[src/rtl/phys_reg_free_list.sv]
// phys_reg_free_list: circular free list of physical register IDs for rename.
// Ports: clock/reset_n (async active-low); alloc_req/alloc_valid/alloc_reg pop the head;
// free_en/free_reg push a retired mapping; ready, free_count, empty and sticky error report status.
module phys_reg_free_list #(
  parameter int REG_FILE_ADDR_WIDTH = 7,
  parameter int NUM_ARCH_REGS = 32
) (
  input  logic                           clock,
  input  logic                           reset_n,
  input  logic                           alloc_req,
  output logic                           alloc_valid,
  output logic [REG_FILE_ADDR_WIDTH-1:0] alloc_reg,
  input  logic                           free_en,
  input  logic [REG_FILE_ADDR_WIDTH-1:0] free_reg,
  output logic                           ready,
  output logic [REG_FILE_ADDR_WIDTH-1:0] free_count,
  output logic                           empty,
  output logic                           error
);
  localparam int W = REG_FILE_ADDR_WIDTH;
  localparam int DEPTH = 2**W - NUM_ARCH_REGS;
  localparam int PW = $clog2(DEPTH);
  typedef enum logic {INIT, RUN} state_t;
  state_t state_q, state_d;
  logic [PW-1:0] head_q, head_d, tail_q, tail_d, init_idx_q, init_idx_d;
  logic [W-1:0] free_count_q, free_count_d;
  logic error_q, error_d;
  logic [W-1:0] entry_q [DEPTH];
  logic wr_en;
  logic [PW-1:0] wr_idx;
  logic [W-1:0] wr_data;
  logic run, pop, push, full, last_init;
  // DEPTH need not be a power of two, so wrap explicitly
  function automatic logic [PW-1:0] nxt(input logic [PW-1:0] p);
    return (p == PW'(DEPTH-1)) ? '0 : p + PW'(1);
  endfunction
  always_comb begin
    run = state_q == RUN;
    full = free_count_q == W'(DEPTH);
    pop = run && alloc_req && free_count_q != '0;
    // a same-cycle pop frees a slot, so a push into a full list is still legal
    push = run && free_en && free_reg != '0 && (!full || pop);
    last_init = init_idx_q == PW'(DEPTH-1);
    state_d = (!run && last_init) ? RUN : state_q;
    init_idx_d = run ? init_idx_q : (last_init ? '0 : init_idx_q + PW'(1));
    head_d = pop ? nxt(head_q) : head_q;
    tail_d = push ? nxt(tail_q) : tail_q;
    free_count_d = (!run && last_init) ? W'(DEPTH) : free_count_q + W'(push) - W'(pop);
    error_d = error_q | (free_en && (!run || (free_reg != '0 && full && !pop)));
    wr_en = !run || push;
    wr_idx = run ? tail_q : init_idx_q;
    wr_data = run ? free_reg : W'(NUM_ARCH_REGS) + W'(init_idx_q);
  end
  always_ff @(posedge clock or negedge reset_n) begin
    if (!reset_n) begin
      state_q <= INIT;
      head_q <= '0;
      tail_q <= '0;
      init_idx_q <= '0;
      free_count_q <= '0;
      error_q <= 1'b0;
    end else begin
      state_q <= state_d;
      head_q <= head_d;
      tail_q <= tail_d;
      init_idx_q <= init_idx_d;
      free_count_q <= free_count_d;
      error_q <= error_d;
    end
  end
  always_ff @(posedge clock) begin
    if (wr_en) entry_q[wr_idx] <= wr_data;
  end
  assign ready = run;
  assign alloc_valid = run && free_count_q != '0;
  assign alloc_reg = entry_q[head_q];
  assign free_count = free_count_q;
  assign empty = free_count_q == '0;
  assign error = error_q;
endmodule

[config.mk]
export PLATFORM = sky130hd
export DESIGN_NAME = phys_reg_free_list
export DESIGN_NICKNAME = d
export VERILOG_FILES = /design/src/rtl/phys_reg_free_list.sv
export SDC_FILE = /design/constraint.sdc
export NUM_CORES = 1
export LEC_CHECK = 0
export ABC_AREA = 1
export CORE_MARGIN = 3
export CORE_UTILIZATION = 40
export CTS_CLUSTER_DIAMETER = 50
export DETAILED_ROUTE_END_ITERATION = 12
export SLEW_MARGIN = 15
export SYNTH_ARGS = -nofsm -noshare
export SYNTH_HDL_FRONTEND = slang
export SYNTH_SLANG_ARGS = --single-unit
export TNS_END_PERCENT = 20
[constraint.sdc]
create_clock -name clock -period 5.82 [get_ports clock]
set_clock_uncertainty 0.15 [all_clocks]
set_input_delay 0.873 -clock clock [delete_from_list [all_inputs] [get_ports clock]]
set_output_delay 0.873 -clock clock [all_outputs]
set_load 0.05 [all_outputs]
==> results of run 1 <==
==> worst paths after layout <==
path / to
setup / recovery: alloc_reg[5]
hold reg to reg: error
hold / removal: error
min in group asynchronous: free_count[4]
max in group asynchronous: head_q[1]
setup reg to reg: free_count[6]
==> layout make-up <==
class | instances | area (µm²)
Sequential cell | 702 | 20900
Tap cell | 1020 | 1280
Clock buffer | 83 | 1950
Timing Repair Buffer | 54 | 576
Fill cell | 6836 | 40800
Multi-Input combinational cell | 1750 | 7710
Clock inverter | 54 | 643
Inverter | 336 | 1270
==> power groups by stage <==
stage	clock [mW]	sequential (mW)	combinational, mW
5_1_grt	5.25	5.45	0.0213
3_5_place_dp	0	5.56	0.0194
4_1_cts	5.04	5.45	0.0195
3_3_place_gp	0	5.56	0.0188
2_1_floorplan	0	5.56	0.00425
6_report	4.97	5.45	0.0192
==> synthesized netlist by cell type, types with 2 or more instances <==
master	count
xor2_1	5
dfrtp_1	30
clkbuf_1	41
a21oi_1	22
buf_1	5
o211ai_1	28
nand3_2	2
edfxtp_1	672
nor3_1	6
clkinv_1	3
o21ai_0	145
o21bai_1	2
nand3_1	240
o22ai_1	25
or2_2	4
nor2_1	318
buf_4	22
o21a_1	2
inv_1	328
nand2_4	8
inv_2	5
o21ai_1	15
nand2_1	894
buf_6	21
ha_1	13
buf_2	48
a31oi_1	3
nand2_2	3
nand4_1	3
==> state kept, by name, summed over array words and instances (netlist names) <==
signal / count
entry_q: 672
free_count: 7
head_q: 7
init_idx_q: 7
tail_q: 7
error: 1
ready: 1
==> routing by layer <==
metal  part of all wire  up-vias
met4              0.026        0
li1                   -     9641
met1               0.44     9858
met3              0.075      151
met5                  0        -
met2               0.46      744
==> per-stage QoR <==
step	setup WS (ns)	cells	power, mW	hold WS (ns)	cell area [µm²]
2_1_floorplan	-0.191	2926	5.56	0.325	30600
3_3_place_gp	1.24	3862	5.58	0.323	31800
3_5_place_dp	1.22	3862	5.58	0.322	31800
4_1_cts	0.558	3999	10.5	0.342	34400
5_1_grt	0.286	3999	10.7	0.401	34400
6_report	0.471	3999	10.4	0.345	34400
==> cell families (layout without fill, tap and decap cells) <==
kind of cell | count (synthesis) | count (layout) | share of synthesized area
AOI/OAI and AO/OA | 245 | 245 | 0.0441
xor gates and xnor gates | 6 | 6 | 0.00172
adders and majority gates | 14 | 14 | 0.00596
buffers and inverters | 474 | 527 | 0.0682
DFF | 702 | 702 | 0.683
and+or+nand+nor | 1485 | 1485 | 0.197
==> critical path, stage by stage (launching register included) <==
cell and delay (ns):
dfrtp_4 0.66, inv_4 0.72, buf_12 0.32, nand3_1 0.10
nand3_1 0.11, nand3_1 0.16, nand2_1 0.12, nand2_1 0.05
nand2_1 0.14, o21ai_1 0.10, nand2_1 0.20, clkdlybuf4s50_1 0.84
==> impl_metrics.tcl, run 1 <==
set metrics [dict create \
    grt_pass1_vias 19900 \
    cap_viol_max_count 0 \
    status "finished clean" \
    overflow 0 \
    p_switching_mw 2.05 \
    fin_crit_sh 0.919 \
    cts_sinks 702 \
    period_minus_slack_ns 5.35 \
    placeableCoreArea_um2 75200 \
    floorplan.rows 100 \
    vdd_drop_max_v 0.000281 \
    synthCells 2926 \
    met1_usage 0.281 \
    min_path_cells 2 \
    final_max_slew_viol_count 0 \
    maxClockFrequency_mhz 187 \
    portBuffers 28 \
    crit_required_ns 4.80 \
    cts_tree "yes" \
    ios 29 \
    intPower_mw 8.40 \
    gr-usage-met2 0.312 \
    top_usage_layer "met2" \
    fin_util 0.457 \
    insertion_delay_ns 0.63 \
    maxSlewHeadroom 0.212 \
    cts_made_buffers 76 \
    drive_above_1_share 0.0611 \
    crit_path_start "head_q[1]" \
    fp.dieH_um 283 \
    antenna_cells 0 \
    power_leakage_nw 13.2 \
    crit_arrival_ns 4.33 \
    ff2ff_path_depth 19 \
    drc 0 \
    start_util 0.407 \
    use_met3 0.0318 \
    synth_nets 2951 \
    p_comb_frac 0.002 \
    tns_ns 0 \
    synth_seq_cells 702 \
    ys.flop_type "edfxtp_1" \
    vias_per_cell 5.10 \
    cts_max_path_buffers 3 \
    gp_congestion 0.889 \
    hold_violations 0 \
    cts-root-buf "clkbuf_16" \
    hold_class "reg -> reg" \
    routedWlPerCell_um 19.5 \
    crit_type "reg -> out" \
    syn_to_final_growth_pct 12.1 \
    nets 2945 \
    path_max_fanout 80 \
    cts_setup_buffers 0 \
    final_common_cell "nand2_1" \
    p_per_area_nw_per_um2 304 \
    die-area_um2 80000 \
    drtPass1Iterations 5 \
    ctsResizeCount 0 \
    synth_edf_count 672 \
    yosysTopAreaCell "edfxtp_1" \
    syn_area_um2 30600 \
    timing.rr.start "ready" \
    switching_share 0.196 \
    ant_nets 0 \
    cts_hold_buf 0 \
    cts-htree-levels 3 \
    rsz0062_at_grt "no" \
    synthTopCellsByArea "edfxtp_1, nand2_1, inv_1" \
    setup_viol 0 \
    clk_pin_slew_ns 0.06 \
    antenna_found_initial 0 \
    rrSetupSlack_ns 1.76 \
    synth-warning-count 0 \
    mostFrequentLayoutCells "nand2_1, edfxtp_1, inv_1" \
    ys_seq_area_frac 0.683 \
    end_kind "output port" \
    die_w_um 283 \
    grt_pass1_wl_um 120000 \
    grt_max_degree 189 \
    synthArstFlopShare 0.0427 \
    syn-mean-instance-area_um2 10.5 \
    drt_iter0_drc 2262 \
    track_usage 0.197 \
    power_frac_clock 0.476 \
    via_count 20400 \
    power_frac_seq 0.522 \
    synthDistinctLibCells 42 \
    synth_top_area_frac 0.659 \
    cp-start-kind "flop" \
    dp_hpwl_um 46700 \
    hold_start "error" \
    worstMarginPinSlew_ns 1.18 \
    wirelength_um 78100 \
]
Note: power is estimated with default switching activity, not from simulation.
==> inputs of run 2 (changes only) <==
--- a/config.mk
+++ b/config.mk
@@ -7,4 +7,5 @@
 export LEC_CHECK = 0
 export ABC_AREA = 1
+export CAP_MARGIN = 20
 export CORE_MARGIN = 3
 export CORE_UTILIZATION = 40
--- a/constraint.sdc
+++ b/constraint.sdc
@@ -3,3 +3,3 @@
 set_input_delay 0.873 -clock clock [delete_from_list [all_inputs] [get_ports clock]]
 set_output_delay 0.873 -clock clock [all_outputs]
-set_load 0.05 [all_outputs]
+set_load 0.02 [all_outputs]
==> run 2 against run 1 <==
Routed wire length is 1.2% lower. Die area stayed put. Final cell count is 0.10% higher. Worst setup slack better by 0.13 ns. Critical endpoint unchanged. Clock-buffer cell count is 3 higher. Clock power is 8.5% lower.
==> impl_metrics.tcl, run 2 (synthesized netlist as in run 1, its figures left out) <==
set metrics [dict create \
    wirelength_um 77100 \
    p_switching_mw 1.97 \
    placeableCoreArea_um2 75200 \
    wl_met2_um 36100 \
    grt_pass1_wl_um 119000 \
    vdd_drop_max_v 0.000237 \
    rsz0062_at_grt "no" \
    ant_nets 0 \
    setup_viol 0 \
    end_kind "output port" \
    fin_util 0.454 \
    p_per_area_nw_per_um2 293 \
    start_util 0.407 \
    die_w_um 283 \
    crit_required_ns 4.80 \
    top_layer "met4" \
    floorplan.rows 100 \
    fin_total_pwr_mw 10.0 \
    rrSetupSlack_ns 1.70 \
    portBuffers 28 \
    fillers 6877 \
    status "finished clean" \
    fp.dieH_um 283 \
    cts_tree "yes" \
    cap_viol_max_count 0 \
    cts-root-buf "clkbuf_16" \
    gp_congestion 0.843 \
    cts_sinks 702 \
    largest_reg_flops 672 \
    cts-htree-levels 3 \
    maxSlewHeadroom 0.308 \
    grt_max_degree 169 \
    clk_pin_slew_ns 0.06 \
    nets 2950 \
    intPower_mw 8.06 \
    mostFrequentLayoutCells "nand2_1, edfxtp_1, inv_1" \
    antenna_cells 0 \
    power_leakage_nw 13.1 \
    maxClockFrequency_mhz 192 \
    hold_violations 0 \
    drc 0 \
    cts_setup_buffers 0 \
    final_max_slew_viol_count 0 \
    vias_per_cell 5.08 \
    routedWlPerCell_um 19.3 \
    grt_pass1_vias 20000 \
    fin_crit_sh 0.897 \
    p_comb_frac 0.002 \
    wl_met3_um 5430 \
    power_frac_clock 0.454 \
    period_minus_slack_ns 5.22 \
    cp-start-kind "flop" \
    dp_hpwl_um 46100 \
    crit_type "reg -> out" \
    drtPass1Iterations 5 \
    ctsResizeCount 0 \
    wl_met1_um 33600 \
    power_frac_seq 0.544 \
    tns_ns 0 \
    drive_above_1_share 0.0610 \
    worstMarginPinSlew_ns 1.04 \
    insertion_delay_ns 0.60 \
    cts_max_path_buffers 3 \
    track_usage 0.195 \
    antenna_found_initial 1 \
    final_common_cell "nand2_1" \
    via_count 20300 \
    cts_hold_buf 0 \
    cts_made_buffers 73 \
    switching_share 0.196 \
    hold_class "reg -> reg" \
    crit_arrival_ns 4.20 \
    ios 29 \
    drt_iter0_drc 2035 \
    syn_to_final_growth_pct 11.5 \
    overflow 0 \
    regMostFlops "entry_q" \
    path_max_fanout 100 \
    die-area_um2 80000 \
]
[run 2: cell types whose count changed in the layout (fill, tap and decap cells not counted), moves of 2 or more]
cell / previous run / this run
clkinv_2: 12 / 10
clkinvlp_4: 2 / 4
clkbuf_1: 5 / 11
bufinv_16: 11 / 5
buf_4: 18 / 27
inv_6: 2 / 5
clkbuf_16: 76 / 74
[run 2: power by group through the flow]
stage | sequential, mW | combinational (mW) | clock (mW)
after detailed placement | 5.56 | 0.0187 | 0
after CTS | 5.45 | 0.0187 | 4.63
final | 5.45 | 0.0183 | 4.55
after global routing | 5.45 | 0.0207 | 4.83
after global placement | 5.56 | 0.0185 | 0
after floorplan | 5.56 | 0.00425 | 0
[run 2: cell type report]
class	instances	area (µm²)	share of cell area
clock buffers	86	1910	0.0558
well taps	1020	1280	0.0374
flip-flops and latches	702	20900	0.613
inverters	336	1270	0.0372
repair buffers	62	623	0.0182
multi-input cells	1750	7710	0.226
clock inverters	47	433	0.0127
[run 2: worst max-delay path: stages (launching register included)]
cell and delay (ns):
dfrtp_4 0.74, inv_8 0.53, buf_12 0.35, nand2_1 0.09
nand2_1 0.07, nand2_1 0.07, nand3_1 0.14, nand3_1 0.24
nand2_1 0.14, nand2_1 0.06, nand2_1 0.08, o21ai_1 0.08
nand2_1 0.20, clkdlybuf4s50_1 0.64
[run 2: worst paths after layout]
kind,startpoint,end,cells after the start
setup / recovery,head_q[0],alloc_reg[5],13
hold / removal,error,error,2
setup reg to reg,ready,free_count[6],19
min in group asynchronous,reset_n,head_q[3],2
hold reg to reg,error,error,2
max in group asynchronous,reset_n,head_q[1],2
[run 2: stage by stage]
step | instance area [µm²] | instances | hold slack, ns | worst slack (ns)
2_1_floorplan | 30600 | 2926 | 0.325 | 0.0335
3_3_place_gp | 31800 | 3869 | 0.326 | 1.29
3_5_place_dp | 31800 | 3869 | 0.321 | 1.27
4_1_cts | 34100 | 4002 | 0.344 | 0.614
5_1_grt | 34200 | 4003 | 0.381 | 0.400
6_report | 34200 | 4003 | 0.344 | 0.601
[run 2: metal layers]
metal	GRT usage	vias up
met2	0.317	766
met4	0.0642	0
li1	-	9666
met5	0	-
met3	0.0294	129
met1	0.271	9775
